File: src/rtl/camo_key_pkg.sv
// camo_key_pkg: shared FSM states, error codes and select width for the camouflage key loader
package camo_key_pkg;
  typedef enum logic [1:0] {IDLE, SHIFT, PAR, CHECK} state_t;
  localparam logic [2:0] ERR_NONE    = 3'd0;
  localparam logic [2:0] ERR_PARITY  = 3'd1;
  localparam logic [2:0] ERR_ILLEGAL = 3'd2;
  localparam logic [2:0] ERR_LOCKED  = 3'd3;
  localparam logic [2:0] ERR_TIMEOUT = 3'd4;
  localparam int SEL_W = 2;
endpackage

File: src/rtl/camo_key_allow_check.sv
// camo_key_allow_check: flags cells whose 2-bit select code is not allowed by ALLOW_MASK
module camo_key_allow_check
  import camo_key_pkg::*;
#(
  parameter int NUM_CELLS = 6,
  parameter logic [4*NUM_CELLS-1:0] ALLOW_MASK = {NUM_CELLS{4'b1111}}
) (
  input  logic [SEL_W*NUM_CELLS-1:0] key,
  output logic                       all_legal,
  output logic [NUM_CELLS-1:0]       illegal
);
  for (genvar i = 0; i < NUM_CELLS; i++) begin : g_cell
    wire logic [3:0] m = ALLOW_MASK[4*i +: 4];
    assign illegal[i] = ~m[key[SEL_W*i +: SEL_W]];
  end
  assign all_legal = ~|illegal;
endmodule

File: src/rtl/camo_key_loader.sv
// camo_key_loader: serial key frame receiver with parity/legality checks, atomic commit and one-time lock
module camo_key_loader
  import camo_key_pkg::*;
#(
  parameter int NUM_CELLS = 6,
  parameter logic [4*NUM_CELLS-1:0] ALLOW_MASK = {NUM_CELLS{4'b1111}},
  parameter int TIMEOUT = 255
) (
  input  logic                     clk,
  input  logic                     rst,
  input  logic                     load_req,
  input  logic                     abort,
  input  logic                     lock_req,
  input  logic                     key_in_valid,
  input  logic                     key_in_bit,
  output logic                     key_in_ready,
  output logic [2*NUM_CELLS-1:0]   s_key,
  output logic                     key_valid,
  output logic                     busy,
  output logic                     err,
  output logic [2:0]               err_code,
  output logic                     locked
);
  localparam int KEY_W = 2*NUM_CELLS;
  localparam int CNT_W = $clog2(KEY_W);
  localparam int TMO_W = $clog2(TIMEOUT+1);
  state_t state;
  logic [KEY_W-1:0] shadow;
  logic [CNT_W-1:0] cnt;
  logic [TMO_W-1:0] tmo;
  logic parity, all_legal, hs, lock_now;
  logic [NUM_CELLS-1:0] illegal;
  camo_key_allow_check #(.NUM_CELLS(NUM_CELLS), .ALLOW_MASK(ALLOW_MASK)) u_allow (
    .key(shadow), .all_legal(all_legal), .illegal(illegal)
  );
  assign key_in_ready = (state == SHIFT) || (state == PAR);
  assign busy = state != IDLE;
  assign hs = key_in_valid && key_in_ready;
  // a lock honoured this cycle already rejects a same-cycle load
  assign lock_now = lock_req && key_valid;
  always_ff @(posedge clk or posedge rst) begin
    if (rst) begin
      state <= IDLE;
      shadow <= '0;
      cnt <= '0;
      tmo <= '0;
      parity <= 1'b0;
      s_key <= '0;
      key_valid <= 1'b0;
      err <= 1'b0;
      err_code <= ERR_NONE;
      locked <= 1'b0;
    end else begin
      case (state)
        IDLE: begin
          if (lock_now) locked <= 1'b1;
          if (load_req && (locked || lock_now)) begin
            err <= 1'b1;
            err_code <= ERR_LOCKED;
          end else if (load_req) begin
            state <= SHIFT;
            err <= 1'b0;
            err_code <= ERR_NONE;
            cnt <= '0;
            shadow <= '0;
            parity <= 1'b0;
            tmo <= '0;
          end
        end
        SHIFT, PAR: begin
          if (abort) begin
            state <= IDLE;
          end else if (hs) begin
            tmo <= '0;
            if (state == SHIFT) begin
              shadow[cnt] <= key_in_bit;
              cnt <= cnt + 1'b1;
              parity <= parity ^ key_in_bit;
              if (cnt == CNT_W'(KEY_W-1)) state <= PAR;
            end else if (parity ^ key_in_bit) begin
              state <= IDLE;
              err <= 1'b1;
              err_code <= ERR_PARITY;
            end else begin
              state <= CHECK;
            end
          end else if (tmo == TMO_W'(TIMEOUT-1)) begin
            state <= IDLE;
            err <= 1'b1;
            err_code <= ERR_TIMEOUT;
          end else begin
            tmo <= tmo + 1'b1;
          end
        end
        CHECK: begin
          state <= IDLE;
          if (all_legal && !(|illegal)) begin
            s_key <= shadow;
            key_valid <= 1'b1;
          end else begin
            err <= 1'b1;
            err_code <= ERR_ILLEGAL;
          end
        end
        default: state <= IDLE;
      endcase
    end
  end
endmodule

File: config.mk
export PLATFORM = sky130hd
export DESIGN_NAME = camo_key_loader
export DESIGN_NICKNAME = d
export VERILOG_FILES = /design/src/rtl/camo_key_pkg.sv /design/src/rtl/camo_key_allow_check.sv /design/src/rtl/camo_key_loader.sv
export SDC_FILE = /design/constraint.sdc
export NUM_CORES = 1
export LEC_CHECK = 0
export CAP_MARGIN = 20
export CORE_UTILIZATION = 46
export CTS_CLUSTER_DIAMETER = 30
export DETAILED_ROUTE_END_ITERATION = 10
export PLACE_DENSITY_LB_ADDON = 0.25
export SLEW_MARGIN = 25
export SYNTH_ARGS = -nofsm -noshare
export SYNTH_HDL_FRONTEND = slang
export SYNTH_SLANG_ARGS = --single-unit
File: constraint.sdc
create_clock -name clk -period 3.8 [get_ports clk]
set_input_delay 0.76 -clock clk [delete_from_list [all_inputs] [get_ports clk]]
set_output_delay 0.76 -clock clk [all_outputs]
set_load 0.1 [all_outputs]
### Word level (Yosys, flattened, before mapping)

Cells that the tools add are included.

* word-level logic and storage cells: 128
* bits of input ports: 7
* output and inout port bits: 20
* register bits after elaboration: 45

* add/sub/neg operators: 2
* bitwise operators: 8
* reduce and logical (&&, ||, !) cells: 17
* eq/ne operators: 18
* order comparisons: 8
* muxes and demuxes: 65

Operator list (count)
* 12-bit two-way mux: 5
* 8-bit two-way mux: 5
* 3-bit two-way mux: 8
* 12-bit case mux with 2 select lines: 1
* 4-bit two-way mux: 5
* 1-bit two-way mux: 19
* 2-bit by 3-bit less-than comparator with 1-bit output, second input constant: 6
* 2-bit two-way mux: 8
* 8-bit case mux with 2 select lines: 1
* 3-bit != test, second input constant: 5
* 1-bit binary-select mux with 2-bit select: 6
* 12-bit bitwise mux: 1
* 2-bit != test, second input constant: 6
* 6-bit AND reduction: 2
* 3-bit case mux with 3 select lines: 1
* 8-bit by 1-bit adder with 8-bit output, second input constant: 1
* 8-bit == test, second input constant: 1
* 4-bit case mux with 2 select lines: 1
* 1-bit NOT: 7
* 2-bit case mux with 3 select lines: 1
* 6-bit OR reduction: 1
* 4-bit by 5-bit less-than comparator with 1-bit output, second input constant: 1
* 5-bit != test, second input constant: 1
* 5-bit AND reduction: 1
* other kinds (17): 24

### Logic depth before layout (Yosys ltp)

Gate-level depths: netlist (run 1).

* word-level depth: 9
* gate-level depth with buffers: 8
* gate-level depth less buffers: 6

### Cells and area by module

A second synthesis (run 1) with hierarchy kept.

* cell total of the unflattened synthesis: 238
* area, all modules: 2534.9 um^2

By module, submodules not included
* camo_key_loader: seq. area each 1126.1 um^2, times used 1, cells each 229, area an instance 2474.9 um^2
* camo_key_allow_check: seq. area each 0.0 um^2, times used 1, cells each 9, area an instance 60.1 um^2

### Worst setup path after synthesis (run 1)

No wires, ideal clock.

* kind: register to register
* start point: reg state[0]
* end point: reg parity
* setup slack: 1.221 ns
* cell stages (with the launch flop): 9
* period minus slack after synthesis: 2.579 ns
* buffers on the path: 2
* data arrival time: 2.514 ns
* data required time: 3.736 ns
* setup time: 0.064 ns
* cell sequence: dfrtp_1 inv_1 ha_1 buf_2 nor2_1 a2111o_1 buf_2 o41ai_1 a21o_1

* cells in the longest elaborated chain, start to end: 5
* elaborated cells between the ends (all ways): 14
* those cells by class: eq/ne: 7; mux: 1; reduce/logical: 6

RTL lines
* from (decl): RTL line camo_key_loader.sv:27 `state_t state;`
* from (signal assigned): RTL line camo_key_loader.sv:43 `state <= IDLE;`
* from (signal assigned): RTL line camo_key_loader.sv:61 `state <= SHIFT;`
* from (signal assigned): RTL line camo_key_loader.sv:72 `state <= IDLE;`
* 2-bit by 1-bit == test with 1-bit output / 2-bit == test (equally long branches): RTL line camo_key_loader.sv:36 `assign key_in_ready = (state == SHIFT) || (state == PAR);`
* 1-bit logical OR (*): RTL line camo_key_loader.sv:36
* via key_in_ready: RTL line camo_key_loader.sv:16 `output logic key_in_ready,`
* 1-bit logical AND (*): RTL line camo_key_loader.sv:38 `assign hs = key_in_valid && key_in_ready;`
* 2-bit != test (no line) (*)
* 6-bit AND reduction (no line) (*)
* to (signal assigned): RTL line camo_key_loader.sv:78 `parity <= parity ^ key_in_bit;`
* to (decl): RTL line camo_key_loader.sv:31 `logic parity, all_legal, hs, lock_now;`

The timed path passes the listed nets; every way through them passes the cells marked *.
A chain may end at the register's enable or synchronous reset.

### Final worst setup path (run 1)

* start point: reg state[1]
* end point: out key_in_ready

* cells in the longest elaborated chain, start to end: 2
* elaborated cells between the ends (all ways): 3
* those cells by class: eq/ne: 2; reduce/logical: 1

RTL lines (RTL line)
* 2-bit by 1-bit == test with 1-bit output / 2-bit == test (equally long branches): camo_key_loader.sv:36
* 1-bit logical OR (*): camo_key_loader.sv:36
* to (decl): camo_key_loader.sv:16

Mark *: on every way between the ends. The rest lies on a longest branch, timed or not.

==> results.py, run 1 <==
metrics = {
    "finish": {
        "utilization": 0.557,
        "regArea_um2": 1130,
        "fin_nets": 278,
        "drive_gt1_frac": 0.130,
        "syn2layout_area_growth_pct": 16.0,
        "antennaDiodeCount": 0,
        "stdcell_count": 331,
        "multi_input_area_um2": 1220,
        "fillers": 452,
        "design_area_um2": 2840,
    },
    "setup_path": {
        "cp_top_family": "buffers and inverters",
        "cp.required_ns": 3.04,
        "worstPathArrival_ns": 1.92,
        "cp-end-kind": "output pin",
        "crit_fanout": 27,
        "crit_slowest_cell": "ha_1",
        "crit_path_frequent_cell": "buf_4",
        "startpoint_type": "register",
        "slowest_delay_ns": 0.46,
        "critPathBufInv": 3,
        "path_cells": "inv_1 > ha_1 > buf_4 > buf_4",
        "path_depth": 4,
        "criticalPathCategory": "register to output pin",
        "rr_worst_depth": 6,
    },
    "grt": {
        "track_usage": 0.199,
        "met2_usage": 0.289,
        "grt_pass1_wl_mm": 8.49,
        "use_met1": 0.299,
        "gr-total-overflow": 0,
        "use_met3": 0.0415,
        "grt_max_degree": 46,
        "top_usage_layer": "met1",
        "grt_pass1_vias": 1699,
        "antenna_found_initial": 0,
    },
    "placed_design": {
        "dp.cells": 323,
        "portBuffers": 26,
        "dpl_cell_area_um2": 2750,
        "place_hpwl_mm": 3.60,
        "gp_congestion": 0.839,
    },
    "clock_tree": {
        "clock-root-buffer": "clkbuf_8",
        "cts_tree": "done",
        "cts_resized": 0,
        "post_cts_buffers": 0,
        "worstSkewPairLatency_ns": 0.31,
        "path_clk_slew_ns": 0.09,
        "clock-sinks": 45,
        "cts_buffer_depth": 2,
        "numCtsBuffers": 5,
        "cts_max_level": 2,
        "hold_buffers": 0,
    },
    "yosys": {
        "ys_types": 49,
        "ys_ff_latch": 45,
        "syn_area_um2": 2450,
        "yosysWarningCount": 0,
        "avgSynthCellArea_um2": 10.3,
        "synth_nets": 255,
        "ys_seq_area_frac": 0.459,
        "postSynthCellCount": 237,
        "ys_dominant_reg_cell": "dfrtp_1",
        "async_reset_ff_frac": 1.00,
        "synth_edf_count": 0,
    },
    "power_and_ir_drop": {
        "power.leakage_nw": 1.23,
        "clock_power_share": 0.119,
        "p_per_area_nw_per_um2": 899,
        "switching_share": 0.536,
        "ir_worst_vdd_mv": 0.553,
        "p_switching_mw": 1.37,
        "p_seq_frac": 0.276,
        "p_comb_frac": 0.605,
        "p_int_mw": 1.19,
    },
    "floorplanning": {
        "ioPinCount": 27,
        "start_util": 0.480,
        "die_y_um": 75.0,
        "coreArea_um2": 5110,
        "fp-row-count": 26,
        "dieArea_um2": 5620,
        "chipWidth_um": 75.0,
    },
    "timing": {
        "drv_slew": 0,
        "finalSetupViolCount": 0,
        "hold_viol": 0,
        "maxSlewHeadroom": 0.342,
        "tightestPinTransition_ns": 0.984,
        "fmax_ghz": 0.372,
        "skew_ns": 0.00603,
        "period_share": 0.706,
        "min_period_ns": 2.68,
        "rsz0062_at_grt": "no",
        "setup_tns_ns": 0,
    },
    "detailed_routing": {
        "dr.pass1.iters": 4,
        "postRouteAntennaNets": 0,
        "routedWlPerCell_um": 15.8,
        "drtIter0Drc": 74,
        "vias_per_cell": 5.69,
        "vias": 1885,
        "wl_mm": 5.23,
        "drc": 0,
    },
    "min_path": {
        "holdPathStages": 1,
        "worstHoldPathType": "register to register",
    },
    "job": {
        "max_cap_violations": 0,
    },
    "run_status": {
        "status": "completed",
    },
}
[per-layer routing]
metal,vias up,wire [um]
li1,929,-
met4,0,63
met1,910,2710
met3,6,179
met5,-,0
met2,40,2280
[power groups by stage]
| stage | Clock (mW) | Sequential [mW] | Combinational, mW |
|---|---|---|---|
| floorplan | 0 | 1.03 | 0.904 |
| global placement | 0 | 0.708 | 1.52 |
| detailed placement | 0 | 0.714 | 1.54 |
| CTS | 0.313 | 0.705 | 1.54 |
| global route | 0.334 | 0.724 | 1.67 |
| finish | 0.304 | 0.706 | 1.55 |
[area by class of cell]
class	count	share of cell area
timing repair buffer	28	0.0950
inverter	14	0.0189
clock inverter	3	0.00748
multi-input combinational	166	0.428
tap	70	0.0308
clock buffer	5	0.0242
sequential	45	0.396
[cell usage after synthesis (all sizes together) (4+ instances only)]
| library cell | instances | area share |
|---|---|---|
| o41ai | 4 | 0.014 |
| inv | 14 | 0.021 |
| a31oi | 7 | 0.018 |
| nand4 | 6 | 0.015 |
| dfrtp | 45 | 0.46 |
| a21o | 4 | 0.012 |
| nand3 | 11 | 0.022 |
| ha | 11 | 0.056 |
| a21boi | 9 | 0.028 |
| nor2b | 5 | 0.013 |
| o31ai | 10 | 0.031 |
| o21ai | 20 | 0.041 |
| nand2 | 12 | 0.018 |
| and3 | 6 | 0.015 |
| a211oi | 5 | 0.015 |
| mux2 | 15 | 0.069 |
| nor3 | 4 | 0.010 |
| nor2 | 4 | 0.0061 |
| clkbuf | 7 | 0.011 |
| buf | 5 | 0.012 |
[cells in the final DEF (no fill, tap or decap), drive strengths merged, types with 2 or more instances in the layout]
cell type,instances
dfrtp,45
clkdlybuf4s50,24
o21ai,20
mux2,15
inv,14
nand2,12
nand3,11
ha,11
o31ai,10
a21boi,9
a31oi,7
and3,6
nand4,6
nor2b,5
a211oi,5
clkbuf,5
a21o,4
nor2,4
o41ai,4
buf,4
nor3,4
nand2b,3
mux2i,3
or2,3
a21oi,2
o22a,2
o32ai,2
clkinv,2
nand3b,2
[worst paths after layout]
path                                            from                     to  slack [ns]
worst max-delay path            state[1]$_DFFE_PP0P_           key_in_ready        1.12
worst min-delay path              tmo[4]$_DFFE_PP0P_     tmo[4]$_DFFE_PP0P_        0.49
worst max register to register  state[0]$_DFFE_PP0P_  shadow[9]$_DFFE_PP0P_        1.21
worst min register to register    tmo[4]$_DFFE_PP0P_     tmo[4]$_DFFE_PP0P_        0.49
max in group asynchronous                        rst  shadow[9]$_DFFE_PP0P_        2.45
min in group asynchronous                        rst  s_key[10]$_DFFE_PP0N_        0.89
[kinds of logic (layout without fill, tap and decap cells)]
logic type      after synthesis  count (layout)  synth area share
flops                        45              45             0.459
compound gates               76              76             0.220
simple gates                 60              60             0.136
mux                          18              18            0.0812
fa+ha+maj                    11              11            0.0562
xor+xnor                      1               1           0.00357
buf+inv                      26              50            0.0444
[stage by stage]
| step | hold slack (ns) | setup slack [ns] | total power, mW |
|---|---|---|---|
| floorplan | 0.452 | 1.22 | 1.93 |
| global placement | 0.467 | 0.951 | 2.23 |
| detailed placement | 0.475 | 0.897 | 2.25 |
| CTS | 0.490 | 1.13 | 2.56 |
| global route | 0.519 | 1.03 | 2.73 |
| finish | 0.486 | 1.12 | 2.56 |
[flip-flops by register name (all words and copies together), names as in the netlist]
register	cells
s_key	12
err_code	3
err	1
tmo	8
parity	1
cnt	4
key_valid	1
state	2
locked	1
shadow	12
[worst register-to-register path, cell delays in order, from the launching register on]
cell,delay [ns]
dfrtp_1,0.38
inv_1,0.10
ha_1,0.43
and2_1,0.21
a2111o_1,0.63
or2_4,0.42
o32ai_1,0.32
Note: power is estimated with default switching activity, not from simulation.
==> inputs of run 2 (changes only) <==
- clock period: 3.8 -> 2.8 ns (I/O delays scaled with it)
==> results.py, run 2 (same netlist as run 1, synthesis figures left out) <==
metrics = {
    "power_and_ir_drop": {
        "ir_worst_vdd_mv": 0.567,
        "p_per_area_nw_per_um2": 1230,
        "power.leakage_nw": 1.27,
        "power_mw": 3.48,
    },
    "clock_tree": {
        "post_cts_buffers": 0,
        "clock-sinks": 45,
        "worstSkewPairLatency_ns": 0.30,
        "cts_tree": "done",
        "numCtsBuffers": 5,
        "cts_resized": 0,
        "hold_buffers": 0,
        "cts_buffer_depth": 2,
        "cts_max_level": 2,
        "path_clk_slew_ns": 0.08,
        "clock-root-buffer": "clkbuf_8",
    },
    "finish": {
        "final_cell_mix": "45 x dfrtp_1, 24 x buf_4, 15 x mux2_2",
        "layout_commonest_cell": "dfrtp_1",
        "syn2layout_area_growth_pct": 14.9,
        "drive_gt1_frac": 0.202,
        "antennaDiodeCount": 0,
        "fin_nets": 281,
        "top_regs": "s_key x12, shadow x12, tmo x8",
    },
    "detailed_routing": {
        "routedWlPerCell_um": 15.9,
        "vias": 1963,
        "vias_per_cell": 5.91,
        "postRouteAntennaNets": 0,
        "drtIter0Drc": 106,
        "dr.pass1.iters": 4,
        "wl_mm": 5.29,
        "drc": 0,
    },
    "run_status": {
        "status": "completed",
    },
    "timing": {
        "rsz0062_at_grt": "no",
        "maxSlewHeadroom": 0.464,
        "skew_ns": 0.00544,
        "setup_tns_ns": 0,
        "hold_viol": 0,
        "tightestPinTransition_ns": 0.804,
        "fmax_ghz": 0.436,
        "period_share": 0.820,
        "drv_slew": 0,
        "finalSetupViolCount": 0,
        "min_period_ns": 2.30,
    },
    "floorplanning": {
        "ioPinCount": 27,
        "fp-row-count": 26,
        "start_util": 0.480,
        "coreArea_um2": 5110,
        "dieArea_um2": 5620,
        "chipWidth_um": 75.0,
        "die_y_um": 75.0,
    },
    "grt": {
        "grt_max_degree": 46,
        "track_usage": 0.206,
        "gr-total-overflow": 0,
        "grt_pass1_wl_mm": 8.76,
        "grt_pass1_vias": 1855,
        "antenna_found_initial": 0,
    },
    "min_path": {
        "hold_end": "tmo[4]$_DFFE_PP0P_",
        "worstHoldPathType": "register to register",
        "hp-start": "tmo[4]$_DFFE_PP0P_",
        "holdPathStages": 1,
    },
    "placed_design": {
        "place_hpwl_mm": 3.66,
        "portBuffers": 26,
        "gp_congestion": 0.810,
    },
    "setup_path": {
        "crit_fanout": 15,
        "rrSetupSlack_ns": 0.57,
        "r2r-end": "shadow[10]$_DFFE_PP0P_",
        "cp-end-kind": "output pin",
        "startpoint_type": "register",
        "worstPathArrival_ns": 1.74,
        "cp.required_ns": 2.24,
        "rr_worst_depth": 7,
        "rr_startpoint": "state[0]$_DFFE_PP0P_",
        "criticalPathCategory": "register to output pin",
    },
    "job": {
        "max_cap_violations": 0,
    },
}
## run 2: changes by cell type in the layout (fill, tap and decap cells not counted), sizes merged
cell / delta
clkinvlp: -1
buf: +21
clkinv: -1
clkdlybuf4s50: -18
## run 2: layout make-up
cell class                      count  area [um^2]
Sequential cell                    45         1130
Clock buffer                        5         68.8
Fill cell                         467         2290
Timing Repair Buffer               31          260
Clock inverter                      1         5.00
Inverter                           14         52.6
Tap cell                           70         87.6
Multi-Input combinational cell    166         1220
## run 2: worst max-delay path, stage by stage (launching register included)
cell	delay [ns]
dfrtp_1	0.38
inv_1	0.10
ha_1	0.48
buf_4	0.28
buf_12	0.20
## run 2: worst max-delay path by stage
stage / start / endpoint / slack [ns] / depth (start not counted)
after detailed placement: key_in_valid / parity$_DFFE_PP0P_ / 0.44 / 6
after floorplan: state[0]$_DFFE_PP0P_ / parity$_DFFE_PP0P_ / 0.22 / 8
after global placement: abort / parity$_DFFE_PP0P_ / 0.44 / 6
after CTS: state[0]$_DFFE_PP0P_ / key_in_ready / 0.49 / 4
after global routing: state[1]$_DFFE_PP0P_ / key_in_ready / 0.39 / 4
final: state[0]$_DFFE_PP0P_ / key_in_ready / 0.50 / 4
## run 2: report_power, final
group / internal [mW] / leakage (nW) / switching, mW / total (mW)
clock network: 0.164 / 0.0399 / 0.212 / 0.377
registers: 0.819 / 0.594 / 0.137 / 0.956
logic: 0.655 / 0.637 / 1.49 / 2.14
total: 1.64 / 1.27 / 1.84 / 3.48
## run 2: metrics by stage
stage | util | instance area, um^2 | hold WS (ns) | std cells | setup slack, ns
finish | 0.551 | 2820 | 0.494 | 332 | 0.505
global route | 0.551 | 2820 | 0.524 | 332 | 0.395
CTS | 0.551 | 2820 | 0.496 | 332 | 0.493
detailed placement | 0.537 | 2740 | 0.482 | 326 | 0.442
global placement | 0.537 | 2740 | 0.471 | 326 | 0.441
floorplan | - | 2450 | 0.452 | 237 | 0.221
## run 2: per-layer routing
metal  vias to the layer above  part of all wire  GRT usage
li1                        935                 -          -
met4                         0             0.014     0.0797
met5                         -                 0          0
met1                       965              0.49      0.295
met2                        55              0.44      0.309
met3                         8             0.054     0.0415
